### src/rtl/apb_pkg.sv
// Shared types and constants for the APB master bridge.
`ifndef AW
`define AW 9
`endif
`ifndef DW
`define DW 8
`endif

package apb_pkg;

    typedef enum logic [1:0] {
        StIdle,
        StSetup,
        StAccess
    } apb_state_e;

    typedef struct packed {
        logic [`AW-1:0] addr;
        logic [`DW-1:0] wdata;
        logic           rw;
    } apb_req_t;

    // Request address bit that picks slave 2 over slave 1.
    localparam int unsigned SelBit = `AW - 1;

endpackage

### src/rtl/apb_wait_timer.sv
// Counts ACCESS wait cycles; flags the cycle on which the TIMEOUT-th wait would elapse.
module apb_wait_timer #(
    parameter int unsigned TIMEOUT = 16
) (
    input  logic clk,
    input  logic rst,
    input  logic clr,
    input  logic en,
    output logic reached
);
    localparam int unsigned CW = $clog2(TIMEOUT + 1);

    logic [CW-1:0] cnt_q, cnt_d;

    always_comb begin
        cnt_d = cnt_q;
        if (clr) begin
            cnt_d = '0;
        end else if (en) begin
            cnt_d = cnt_q + 1'b1;
        end
    end

    always_ff @(posedge clk or posedge rst) begin
        if (rst) begin
            cnt_q <= '0;
        end else begin
            cnt_q <= cnt_d;
        end
    end

    assign reached = (cnt_q == CW'(TIMEOUT - 1));

endmodule

### src/rtl/apb_master_bridge.sv
// APB3 master bridge: turns a level-valid request into SETUP/ACCESS cycles on one of two slaves.
`ifndef AW
`define AW 9
`endif
`ifndef DW
`define DW 8
`endif

module apb_master_bridge
    import apb_pkg::*;
#(
    parameter int unsigned AW      = `AW,
    parameter int unsigned DW      = `DW,
    parameter int unsigned TIMEOUT = 16
) (
    input  logic          PCLK,
    input  logic          PRESET,
    input  logic          transfer,
    input  logic          READ_WRITE,
    input  logic [AW-1:0] apb_write_paddr,
    input  logic [AW-1:0] apb_read_paddr,
    input  logic [DW-1:0] apb_write_data,
    output logic [DW-1:0] apb_read_data_out,
    output logic          done,
    output logic          err,
    output logic          PSEL1,
    output logic          PSEL2,
    output logic          PENABLE,
    output logic          PWRITE,
    output logic [AW-2:0] PADDR,
    output logic [DW-1:0] PWDATA,
    input  logic [DW-1:0] PRDATA1,
    input  logic [DW-1:0] PRDATA2,
    input  logic          PREADY1,
    input  logic          PREADY2,
    input  logic          PSLVERR
);
    apb_state_e    state_q, state_d;
    apb_req_t      new_req, req_q, req_d, bus_q, bus_d;
    logic          psel1_q, psel1_d, psel2_q, psel2_d;
    logic          penable_q, penable_d, pwrite_q, pwrite_d;
    logic          done_q, done_d, err_q, err_d;
    logic [DW-1:0] rdata_q, rdata_d, sel_rdata;
    logic          sel_ready, in_access, timed_out, complete, waiting, issue_setup;

    always_comb begin
        new_req.addr  = READ_WRITE ? apb_read_paddr : apb_write_paddr;
        new_req.wdata = apb_write_data;
        new_req.rw    = READ_WRITE;
    end

    assign sel_ready = bus_q.addr[SelBit] ? PREADY2 : PREADY1;
    assign sel_rdata = bus_q.addr[SelBit] ? PRDATA2 : PRDATA1;

    // Outputs are registered, so the bus shows ACCESS one cycle after the FSM enters it;
    // slave responses only count once PENABLE is actually on the bus.
    assign in_access   = (state_q == StAccess) && penable_q;
    assign complete    = in_access && (sel_ready || timed_out);
    assign waiting     = in_access && !sel_ready && !timed_out;
    assign issue_setup = (state_q == StSetup) || (complete && transfer);

    apb_wait_timer #(
        .TIMEOUT (TIMEOUT)
    ) u_wait_timer (
        .clk     (PCLK),
        .rst     (PRESET),
        .clr     (!waiting),
        .en      (waiting),
        .reached (timed_out)
    );

    always_ff @(posedge PCLK or posedge PRESET) begin
        if (PRESET) begin
            state_q <= StIdle;
            req_q   <= '0;
        end else begin
            state_q <= state_d;
            req_q   <= req_d;
        end
    end

    always_comb begin
        state_d = state_q;
        req_d   = req_q;
        unique case (state_q)
            StIdle: begin
                if (transfer) begin
                    state_d = StSetup;
                    req_d   = new_req;
                end
            end
            StSetup: state_d = StAccess;
            StAccess: begin
                // Back-to-back: the new SETUP goes on the bus at this edge, so ACCESS follows.
                if (complete) begin
                    state_d = transfer ? StAccess : StIdle;
                end
            end
            default: state_d = StIdle;
        endcase
    end

    always_comb begin
        bus_d     = bus_q;
        psel1_d   = psel1_q;
        psel2_d   = psel2_q;
        penable_d = penable_q;
        pwrite_d  = pwrite_q;
        done_d    = 1'b0;
        err_d     = 1'b0;
        rdata_d   = rdata_q;
        if (complete) begin
            done_d = 1'b1;
            err_d  = sel_ready ? PSLVERR : 1'b1;
            if (sel_ready && bus_q.rw) begin
                rdata_d = sel_rdata;
            end
        end
        if (issue_setup) begin
            bus_d     = (state_q == StSetup) ? req_q : new_req;
            psel1_d   = !bus_d.addr[SelBit];
            psel2_d   = bus_d.addr[SelBit];
            penable_d = 1'b0;
            pwrite_d  = !bus_d.rw;
        end else if (complete || (state_q == StIdle)) begin
            psel1_d   = 1'b0;
            psel2_d   = 1'b0;
            penable_d = 1'b0;
        end else if (state_q == StAccess) begin
            penable_d = 1'b1;
        end
    end

    always_ff @(posedge PCLK or posedge PRESET) begin
        if (PRESET) begin
            bus_q     <= '0;
            psel1_q   <= 1'b0;
            psel2_q   <= 1'b0;
            penable_q <= 1'b0;
            pwrite_q  <= 1'b0;
            done_q    <= 1'b0;
            err_q     <= 1'b0;
            rdata_q   <= '0;
        end else begin
            bus_q     <= bus_d;
            psel1_q   <= psel1_d;
            psel2_q   <= psel2_d;
            penable_q <= penable_d;
            pwrite_q  <= pwrite_d;
            done_q    <= done_d;
            err_q     <= err_d;
            rdata_q   <= rdata_d;
        end
    end

    assign PSEL1             = psel1_q;
    assign PSEL2             = psel2_q;
    assign PENABLE           = penable_q;
    assign PWRITE            = pwrite_q;
    assign PADDR             = bus_q.addr[AW-2:0];
    assign PWDATA            = bus_q.wdata;
    assign done              = done_q;
    assign err               = err_q;
    assign apb_read_data_out = rdata_q;

endmodule

### config.mk
export PLATFORM = sky130hd
export DESIGN_NAME = apb_master_bridge
export DESIGN_NICKNAME = d
export VERILOG_FILES = /design/src/rtl/apb_pkg.sv /design/src/rtl/apb_wait_timer.sv /design/src/rtl/apb_master_bridge.sv
export SDC_FILE = /design/constraint.sdc
export NUM_CORES = 1
export LEC_CHECK = 0
export ABC_AREA = 1
export CAP_MARGIN = 10
export CORE_MARGIN = 2
export CORE_UTILIZATION = 53
export CTS_BUF_LIST = sky130_fd_sc_hd__clkbuf_4
export DETAILED_ROUTE_END_ITERATION = 10
export PLACE_DENSITY = 0.85
export SKIP_CTS_REPAIR_TIMING = 1
export SLEW_MARGIN = 20
export SYNTH_ARGS = -nofsm -noshare
export SYNTH_HDL_FRONTEND = slang
export SYNTH_SLANG_ARGS = --single-unit
### constraint.sdc
create_clock -name PCLK -period 4.85 [get_ports PCLK]
set_input_delay 0.97 -clock PCLK [delete_from_list [all_inputs] [get_ports PCLK]]
set_output_delay 0.97 -clock PCLK [all_outputs]
set_load 0.02 [all_outputs]
==> results.ini, run 1 <==
[power]
ir_drop_v = 0.0003386
power_density_mw_per_mm2 = 537.2
total_power_mw = 1.928
p_leak_nw = 1.811

[detailed_routing]
routed_wl_um = 5759
dr.first_iter.drc_count = 127
vias = 2368
postRouteAntennaNets = 0
drc = 0
via_per_inst = 4.755
drt_first_pass_iters = 4
wl_per_cell_um = 11.56

[clock_tree]
clock-root-buffer = clkbuf_4
tritoncts = done
max-clock-path-buffers = 2
clkTransAtPathRegs_ns = 0.09
clk_latency_ns = 0.39
cts.sinks = 57
cts_made_buffers = 9
htreeDepth = 3

[setup_path]
end_kind = register
cp_cell_sequence = clkdlybuf4s50_1 -> clkinv_1 -> nand2_1 -> nand2_1 -> a21oi_1 -> inv_1 -> nand2_1 -> o21ai_0
cp.arrival_ns = 2.70
path_class = in2reg
path_buf_inv = 3
cp_common_cell = nand2_1
crit_path_top_delay_cell = clkdlybuf4s50_1
cp-start-kind = primary input
critPathMaxStageDelay_ns = 0.71
crit_start = READ_WRITE
cp_data_required_time_ns = 5.10
cpLargestDelayFamily = buffers and inverters
r2r-start = u_wait_timer.cnt_q[0]$_DFF_PP0_
critical_path.max_fanout = 11

[yosys]
synth-edff-count = 0
synthCells = 361
ys_seq_area_frac = 0.5092
syn_nets = 412
yosys.area.top_type_share = 0.5092
yosysWarnings = 0
yosys.area.top_type = dfrtp_1
syn_area_per_cell_sq_um = 7.760
synth_ff_type = dfrtp_1
ys_seq_elements = 57
netlist-cell-type-count = 23
yosys-top-cells-area = dfrtp_1 (51%), nand2_1 (20%), o21ai_0 (7.7%)
netlist_area_sq_mm = 0.002801
async_reset_ff_frac = 1.000

[worst_hold_path]
worstHoldPathType = reg2reg
worstHoldStart = u_wait_timer.cnt_q[0]$_DFF_PP0_

[global_route]
antenna_found_initial = 0
grt_start_max_net_pins = 44
track_usage = 0.2170
grt_pass1_wl_um = 10120
grt_overflow = 0
grt_pass1_vias = 2329

[layout]
stdcell_area_sq_mm = 0.003590
nets = 474
layout_commonest_cell = nand2_1
final_cell_mix = nand2_1 (150), clkdlybuf4s50_1 (78), dfrtp_1 (57)
drive_gt1_frac = 0.06542
syn_to_final_growth_pct = 28.14
final_util = 0.7028
n_antenna_cell = 0

[timing]
hold_viol = 0
max_slew_margin = 0.4668
tightest_slew_ns = 0.7989
finalSetupViolCount = 0
final_max_slew_viol_count = 0
setup-tns-final_ns = 0
fin_skew_ns = 0.01482
post-route-period-util = 0.5045
min_period_ns = 2.447
fmax_ghz = 0.4087
rsz0062_at_grt = no

[floorplanning]
io_pins = 79
die_w_um = 76.71
start_util = 0.5485
num_rows = 26
coreArea_sq_mm = 0.005107
die_area_sq_mm = 0.005884
die_h_um = 76.71

[place]
routabilityCongestion = 0.7674
placed_cell_area_sq_mm = 0.003487
numPortBuffers = 78
hpwl_um = 4119

[flow_run]
maxCapViolations = 0

[run_status]
status = completed

logic make-up after synthesis:
family          Yosys count  share of synthesized area
compound gates           48                    0.08933
xor+xnor                  1                   0.003127
fa+ha+maj                 2                   0.008931
buf+inv                  73                     0.1309
flops                    57                     0.5092
simple gates            180                     0.2586
layout make-up:
cell class	count	area (sq um)
Clock inverter	6	25.02
Sequential cell	57	1426
Inverter	45	176.4
Clock buffer	10	75.07
Fill cell	415	1518
Multi-Input combinational cell	231	1011
Timing Repair Buffer	79	788.3
Tap cell	70	87.58
metrics by stage:
stage / std cells / worst slack, ns / hold slack [ns]
floorplan: 361 / 2.480 / 0.4329
global placement: 482 / 2.016 / 0.4454
detailed placement: 482 / 1.974 / 0.4544
CTS: 498 / 2.388 / 0.4672
global route: 498 / 2.155 / 0.5056
finish: 498 / 2.403 / 0.4636
state kept, by name, indices dropped and copies added (netlist names), 2 cells and up:
| name | flops |
|---|---|
| req_q | 18 |
| PADDR | 8 |
| PWDATA | 8 |
| apb_read_data_out | 8 |
| u_wait_timer.cnt_q | 5 |
| bus_q | 2 |
| state_q | 2 |
cell usage after synthesis, drive strengths merged (2+ instances only):
cell and instances:
nand2 156, dfrtp 57, o21ai 45, inv 44
buf 24, nor2 15, nand3 6, clkbuf 4
a21oi 2, ha 2, nor3b 2
worst paths after layout:
| check | endpoint | slack (ns) | depth (start not counted) |
|---|---|---|---|
| hold / removal | u_wait_timer.cnt_q[0]$_DFF_PP0_ | 0.46 | 1 |
| setup reg to reg | PADDR[4]$_DFFE_PP0P_ | 2.77 | 11 |
| min in group asynchronous | PWDATA[1]$_DFFE_PP0P_ | 0.83 | 2 |
| hold reg to reg | u_wait_timer.cnt_q[0]$_DFF_PP0_ | 0.46 | 1 |
| setup / recovery | bus_q[17]$_DFFE_PP0P_ | 2.40 | 8 |
| max in group asynchronous | PADDR[7]$_DFFE_PP0P_ | 3.17 | 3 |
routing by layer:
layer  global-route usage  routed length [um]
met5                    0                   0
met4              0.09273                 102
met1               0.2571                2443
met2               0.3711                2796
met3              0.05882                 416
worst reg2reg max path, cell delays in order (launching register included):
cell     delay [ns]
dfrtp_1        0.40
ha_1           0.21
nand2_1        0.08
nor2_1         0.04
ha_1           0.17
inv_1          0.08
nand3_1        0.10
nand3_1        0.10
nand2_2        0.27
inv_2          0.38
nand2_1        0.10
nand2_1        0.07
where the power goes:
part	leakage, nW	internal, mW	switching, mW	total (mW)
clock	0.0601	0.103	0.166	0.269
sequential	0.715	0.676	0.108	0.785
combinational	1.04	0.370	0.505	0.875
Note: power is estimated with default switching activity, not from simulation.
==> inputs of run 2 (changes only) <==
--- a/config.mk
+++ b/config.mk
@@ -8,10 +8,10 @@
 export ABC_AREA = 1
 export CAP_MARGIN = 10
 export CORE_MARGIN = 2
-export CORE_UTILIZATION = 53
+export CORE_UTILIZATION = 45
 export CTS_BUF_LIST = sky130_fd_sc_hd__clkbuf_4
 export DETAILED_ROUTE_END_ITERATION = 10
-export PLACE_DENSITY = 0.85
+export PLACE_DENSITY = 0.77
 export SKIP_CTS_REPAIR_TIMING = 1
 export SLEW_MARGIN = 20
 export SYNTH_ARGS = -nofsm -noshare
==> constraint.sdc (replaced) <==
create_clock -name PCLK -period 2.15 [get_ports PCLK]
set_input_delay 0.43 -clock PCLK [delete_from_list [all_inputs] [get_ports PCLK]]
set_output_delay 0.43 -clock PCLK [all_outputs]
set_load 0.02 [all_outputs]
==> results.ini, run 2 (synthesis results as in run 1) <==
[global_route]
busiest_layer = met2
grt_overflow = 0  ; unchanged
grt_pass1_vias = 2290  ; -1.7%
antenna_found_initial = 0  ; unchanged
track_usage = 0.1809  ; -0.03607
met2_usage = 0.2867  ; -0.08440
grt_start_max_net_pins = 37  ; -16%
use_met3 = 0.05169  ; -0.007134
met1_usage = 0.2270  ; -0.03010
grt_pass1_wl_um = 10070  ; -0.47%

[timing]
fmax_ghz = 0.5253
final_max_slew_viol_count = 0  ; unchanged
finalWorstSetupSlack_ns = 0.2463  ; -2.157 ns
setup-tns-final_ns = 0  ; unchanged
hold_viol = 0  ; unchanged
min_period_ns = 1.904
fin_skew_ns = 0.01200  ; -0.002816 ns
max_slew_margin = 0.6955  ; +0.2287
post-route-period-util = 0.8855
finalSetupViolCount = 0  ; unchanged
tightest_slew_ns = 0.4567  ; -0.3422 ns
timing.hold.ws_ns = 0.3355  ; -0.1280 ns
rsz0062_at_grt = no

[detailed_routing]
vias = 2393  ; +1.1%
postRouteAntennaNets = 0  ; unchanged
dr.first_iter.drc_count = 121  ; -4.7%
drt_first_pass_iters = 4  ; unchanged
drc = 0  ; unchanged
routed_wl_um = 5896  ; +2.4%
via_per_inst = 4.692  ; -1.3%
wl_per_cell_um = 11.56  ; about the same

[setup_path]
cp.arrival_ns = 2.23  ; -0.47 ns
rrSetupSlack_ns = 0.25  ; -2.52 ns
endpoint = PWDATA[7]$_DFFE_PP0P_
worst-r2r-cell-count = 11  ; unchanged
cp_data_required_time_ns = 2.48  ; -2.62 ns
r2r-end = PWDATA[7]$_DFFE_PP0P_
end_kind = register
crit_start = u_wait_timer.cnt_q[0]$_DFF_PP0_
r2r-start = u_wait_timer.cnt_q[0]$_DFF_PP0_
cp-start-kind = register
path_class = reg2reg
critical_path.max_fanout = 19  ; +8

[run_status]
status = completed

[place]
dp_worst_setup_slack_ns = 0.1272  ; -1.847 ns
placed_cell_area_sq_mm = 0.003571  ; +2.4%
numPortBuffers = 78  ; unchanged
routabilityCongestion = 0.7885  ; +2.7%
place_inst = 494  ; +2.5%
hpwl_um = 4339  ; +5.3%

[floorplanning]
coreArea_sq_mm = 0.005956  ; +17%
start_util = 0.4704  ; -0.07813
die_h_um = 82.90  ; +8.1%
die_w_um = 82.90  ; +8.1%
io_pins = 79  ; unchanged
num_rows = 28  ; +7.7%
die_area_sq_mm = 0.006872  ; +17%

[power]
p_clk_frac = 0.146  ; +0.007
power_density_mw_per_mm2 = 1209  ; +120%
combPwrFrac = 0.453  ; about the same
switching_power_mw = 1.780  ; +130%
swShare = 0.3998  ; -0.004341
internal-power_mw = 2.672  ; +130%
p_leak_nw = 1.865  ; +3.0%
power_frac_seq = 0.400  ; -0.007
ir_drop_v = 0.0007477  ; +120%

[layout]
num-fill-cells = 549  ; +32%
nets = 481  ; +1.5%
final_cell_count_no_fill = 510  ; +2.4%
n_antenna_cell = 0  ; unchanged
largest_register_ffs = 18  ; unchanged
drive_gt1_frac = 0.08736  ; +0.02194
largest-register = req_q
final_cell_mix = nand2_1 (151), clkdlybuf4s50_1 (78), dfrtp_1 (57)
stdcell_area_sq_mm = 0.003684  ; +2.6%
syn_to_final_growth_pct = 31.49
layout_commonest_cell = nand2_1

[clock_tree]
clock-root-buffer = clkbuf_4
clkTransAtPathRegs_ns = 0.10  ; about the same
cts.sinks = 57  ; unchanged
cts_made_buffers = 9  ; unchanged
clk_latency_ns = 0.39  ; about the same
max-clock-path-buffers = 2  ; unchanged
tritoncts = done
htreeDepth = 3  ; unchanged

[flow_run]
maxCapViolations = 0  ; unchanged

[worst_hold_path]
worstHoldPathType = in2async

run 2: area by class of cell:
class,count,area [sq um],area share
Sequential cell,57,1426,0.3872
Multi-Input combinational cell,231,1008,0.2738
Timing Repair Buffer,86,865.8,0.2351
Inverter,45,178.9,0.04857
Tap cell,75,93.84,0.02548
Clock buffer,12,90.09,0.02446
Clock inverter,4,20.02,0.005435
run 2: how the worst min path moves through the flow:
stage	startpoint	slack, ns	to
finish	PRESET	0.34	req_q[1]$_DFFE_PP0P_
global route	PRESET	0.37	req_q[1]$_DFFE_PP0P_
CTS	PRESET	0.32	req_q[1]$_DFFE_PP0P_
detailed placement	u_wait_timer.cnt_q[0]$_DFF_PP0_	0.45	u_wait_timer.cnt_q[0]$_DFF_PP0_
global placement	u_wait_timer.cnt_q[0]$_DFF_PP0_	0.45	u_wait_timer.cnt_q[0]$_DFF_PP0_
floorplan	u_wait_timer.cnt_q[0]$_DFF_PP0_	0.43	u_wait_timer.cnt_q[0]$_DFF_PP0_
run 2: through the flow:
stage	total power, mW	util
floorplan	3.162	-
global placement	3.775	0.5996
detailed placement	3.835	0.5996
CTS	4.495	0.6181
global route	4.806	0.6185
finish	4.452	0.6185
run 2: layer usage:
layer	part of all wire	vias to the layer above
met1	0.46	1074
met3	0.070	10
met2	0.45	84
met4	0.017	0
met5	0	-
li1	-	1225
run 2: power by group through the flow:
stage	registers (mW)	clock network (mW)	logic [mW]
final	1.78	0.651	2.02
after detailed placement	1.80	0	2.04
after floorplan	1.86	0	1.31
after global placement	1.79	0	1.98
after CTS	1.78	0.669	2.04
after global routing	1.84	0.712	2.26
run 2: worst max-delay path, cell delays in order, from the launching register on:
cell     delay [ns]
dfrtp_1        0.41
ha_1           0.21
nand2_1        0.08
nor2_1         0.05
ha_1           0.16
inv_1          0.07
nand3_1        0.09
nand3_1        0.11
nand2_2        0.24
inv_4          0.26
nand2_1        0.08
nand2_1        0.08
==> inputs of run 3 (changes only) <==
--- a/config.mk
+++ b/config.mk
@@ -8,10 +8,9 @@
 export ABC_AREA = 1
 export CAP_MARGIN = 10
 export CORE_MARGIN = 2
-export CORE_UTILIZATION = 45
-export CTS_BUF_LIST = sky130_fd_sc_hd__clkbuf_4
+export CORE_UTILIZATION = 43
 export DETAILED_ROUTE_END_ITERATION = 10
-export PLACE_DENSITY = 0.77
+export PLACE_DENSITY = 0.74
 export SKIP_CTS_REPAIR_TIMING = 1
 export SLEW_MARGIN = 20
 export SYNTH_ARGS = -nofsm -noshare
==> constraint.sdc (replaced) <==
create_clock -name PCLK -period 1.7 [get_ports PCLK]
set_input_delay 0.34 -clock PCLK [delete_from_list [all_inputs] [get_ports PCLK]]
set_output_delay 0.34 -clock PCLK [all_outputs]
set_load 0.02 [all_outputs]
==> results.ini, run 3 (synthesis results as in run 1) <==
[timing]
timing.hold.ws_ns = 0.3501  ; +0.01456 ns
min_period_ns = 1.665
finalSetupViolCount = 0  ; unchanged
hold_viol = 0  ; unchanged
fin_skew_ns = 0.005450  ; -0.006550 ns
fmax_ghz = 0.6007
final_max_slew_viol_count = 0  ; unchanged
post-route-period-util = 0.9793
tightest_slew_ns = 0.4265  ; -0.03020 ns
max_slew_margin = 0.7150  ; +0.01944

[layout]
stdcell_area_sq_mm = 0.003859  ; +4.8%
final_cell_count_no_fill = 517  ; +1.4%
final_util = 0.6112  ; -0.007310
syn_to_final_growth_pct = 37.74
drive_gt1_frac = 0.1000  ; +0.01264
largest_register_ffs = 18  ; unchanged
n_antenna_cell = 0  ; unchanged
layout_commonest_cell = nand2_1
nets = 488  ; +1.5%
num-fill-cells = 594  ; +8.2%
final_cell_mix = nand2_1 (150), clkdlybuf4s50_1 (76), dfrtp_1 (57)
largest-register = req_q

[setup_path]
critical_path.max_fanout = 2  ; -17
path_class = reg2out
cp-start-kind = register
r2r-end = bus_q[0]$_DFFE_PP0P_
cp_cell_sequence = clkdlybuf4s50_1
rrSetupSlack_ns = 0.13  ; -0.12 ns
r2r-start = u_wait_timer.cnt_q[0]$_DFF_PP0_
worst-r2r-cell-count = 11  ; unchanged
path_buf_inv = 1  ; -1
crit_cells = 1  ; -10
cp_data_required_time_ns = 1.36  ; -1.12 ns
cp.arrival_ns = 1.32  ; -0.91 ns
cpLargestDelayFamily = buffers and inverters
end_kind = primary output
crit_path_top_delay_cell = clkdlybuf4s50_1
critPathMaxStageDelay_ns = 0.62  ; +0.21 ns

[floorplanning]
die_h_um = 84.72  ; +2.2%
start_util = 0.4437  ; -0.02666
coreArea_sq_mm = 0.006314  ; +6.0%
die_w_um = 84.72  ; +2.2%
die_area_sq_mm = 0.007177  ; +4.4%
num_rows = 29  ; +3.6%
io_pins = 79  ; unchanged

[run_status]
status = completed

[detailed_routing]
vias = 2406  ; +0.54%
dr.first_iter.drc_count = 98  ; -19%
via_per_inst = 4.654  ; -0.82%
routed_wl_um = 6100  ; +3.5%
postRouteAntennaNets = 0  ; unchanged
drc = 0  ; unchanged
drt_first_pass_iters = 4  ; unchanged
wl_per_cell_um = 11.80  ; +2.1%

[flow_run]
maxCapViolations = 0  ; unchanged

[place]
numPortBuffers = 78  ; unchanged
placed_cell_area_sq_mm = 0.003640  ; +1.9%
hpwl_um = 4372  ; +0.76%
routabilityCongestion = 0.7910  ; +0.32%
place_inst = 501  ; +1.4%

[worst_hold_path]
worstHoldPathType = in2async

[global_route]
grt_start_max_net_pins = 34  ; -8.1%
track_usage = 0.1761  ; -0.004832
grt_pass1_wl_um = 10070  ; unchanged
grt_overflow = 0  ; unchanged
grt_pass1_vias = 2337  ; +2.1%
antenna_found_initial = 0  ; unchanged

[clock_tree]
clock-root-buffer = clkbuf_8
clk_latency_ns = 0.33  ; -0.06 ns
tritoncts = done
max-clock-path-buffers = 2  ; unchanged
cts.sinks = 57  ; unchanged
cts_made_buffers = 9  ; unchanged
htreeDepth = 3  ; unchanged
clkTransAtPathRegs_ns = 0.06  ; -0.04 ns

[power]
p_leak_nw = 1.942  ; +4.1%
power_density_mw_per_mm2 = 1542  ; +28%
ir_drop_v = 0.0008208  ; +9.8%
total_power_mw = 5.950  ; +34%

[run 3: cell count changes in the layout (fill, tap and decap cells not counted), moves of 2 or more]
cell             before  now
buf_12                2    4
buf_4                 6    8
buf_6                 0    2
clkbuf_1              0    4
clkbuf_4             12    0
clkbuf_8              0    9
clkdlybuf4s50_1      78   76
clkinv_2              4    1
dlymetal6s2s_1        0    2
nand3_1               6    4
nand3_4               0    2
[run 3: worst register-to-register path, stage by stage, from the launching register on]
cell and delay [ns]:
dfrtp_1 0.38, ha_2 0.20, nand2_2 0.07, nor2_1 0.04, ha_1 0.18, inv_2 0.07, nand3_4 0.07, nand3_4 0.10
nand2_8 0.08, buf_6 0.16, nand2_1 0.05, o21ai_0 0.07
[run 3: per-stage QoR]
| step | TNS, ns | setup slack, ns |
|---|---|---|
| floorplan | 0 | 0.1175 |
| global placement | 0 | 0.02640 |
| detailed placement | -0.8823 | -0.07442 |
| CTS | -1.092 | -0.08190 |
| global route | -0.0001881 | -0.0001881 |
| finish | 0 | 0.03516 |
[run 3: worst max-delay path by stage]
| stage | start | to | slack [ns] |
|---|---|---|---|
| 2_1_floorplan | u_wait_timer.cnt_q[0]$_DFF_PP0_ | state_q[1]$_DFFE_PP0P_ | 0.12 |
| 3_3_place_gp | u_wait_timer.cnt_q[0]$_DFF_PP0_ | PWDATA[1]$_DFFE_PP0P_ | 0.03 |
| 3_5_place_dp | u_wait_timer.cnt_q[0]$_DFF_PP0_ | PWDATA[6]$_DFFE_PP0P_ | -0.07 |
| 4_1_cts | u_wait_timer.cnt_q[0]$_DFF_PP0_ | PWDATA[6]$_DFFE_PP0P_ | -0.08 |
| 5_1_grt | u_wait_timer.cnt_q[0]$_DFF_PP0_ | bus_q[0]$_DFFE_PP0P_ | -0.0002 |
| 6_report | PADDR[2]$_DFFE_PP0P_ | PADDR[2] | 0.04 |
[run 3: power by group]
part | internal, mW | total, mW | switching, mW
combinational | 1.20 | 2.72 | 1.52
sequential | 1.94 | 2.24 | 0.303
clock | 0.512 | 0.994 | 0.482
[run 3: layout make-up]
class	count	area [sq um]	share of cell area
well taps	77	96.34	0.02497
flip-flops and latches	57	1426	0.3697
clock buffers	13	138.9	0.03599
multi-input cells	232	1059	0.2743
repair buffers	92	948.4	0.2458
clock inverters	1	5.005	0.001297
inverters	45	185.2	0.04799
[run 3: routing by layer]
layer	share of wire	track usage
met1	0.45	0.2229
met2	0.48	0.2878
met3	0.064	0.05113
met4	0.011	0.06494
met5	0	0
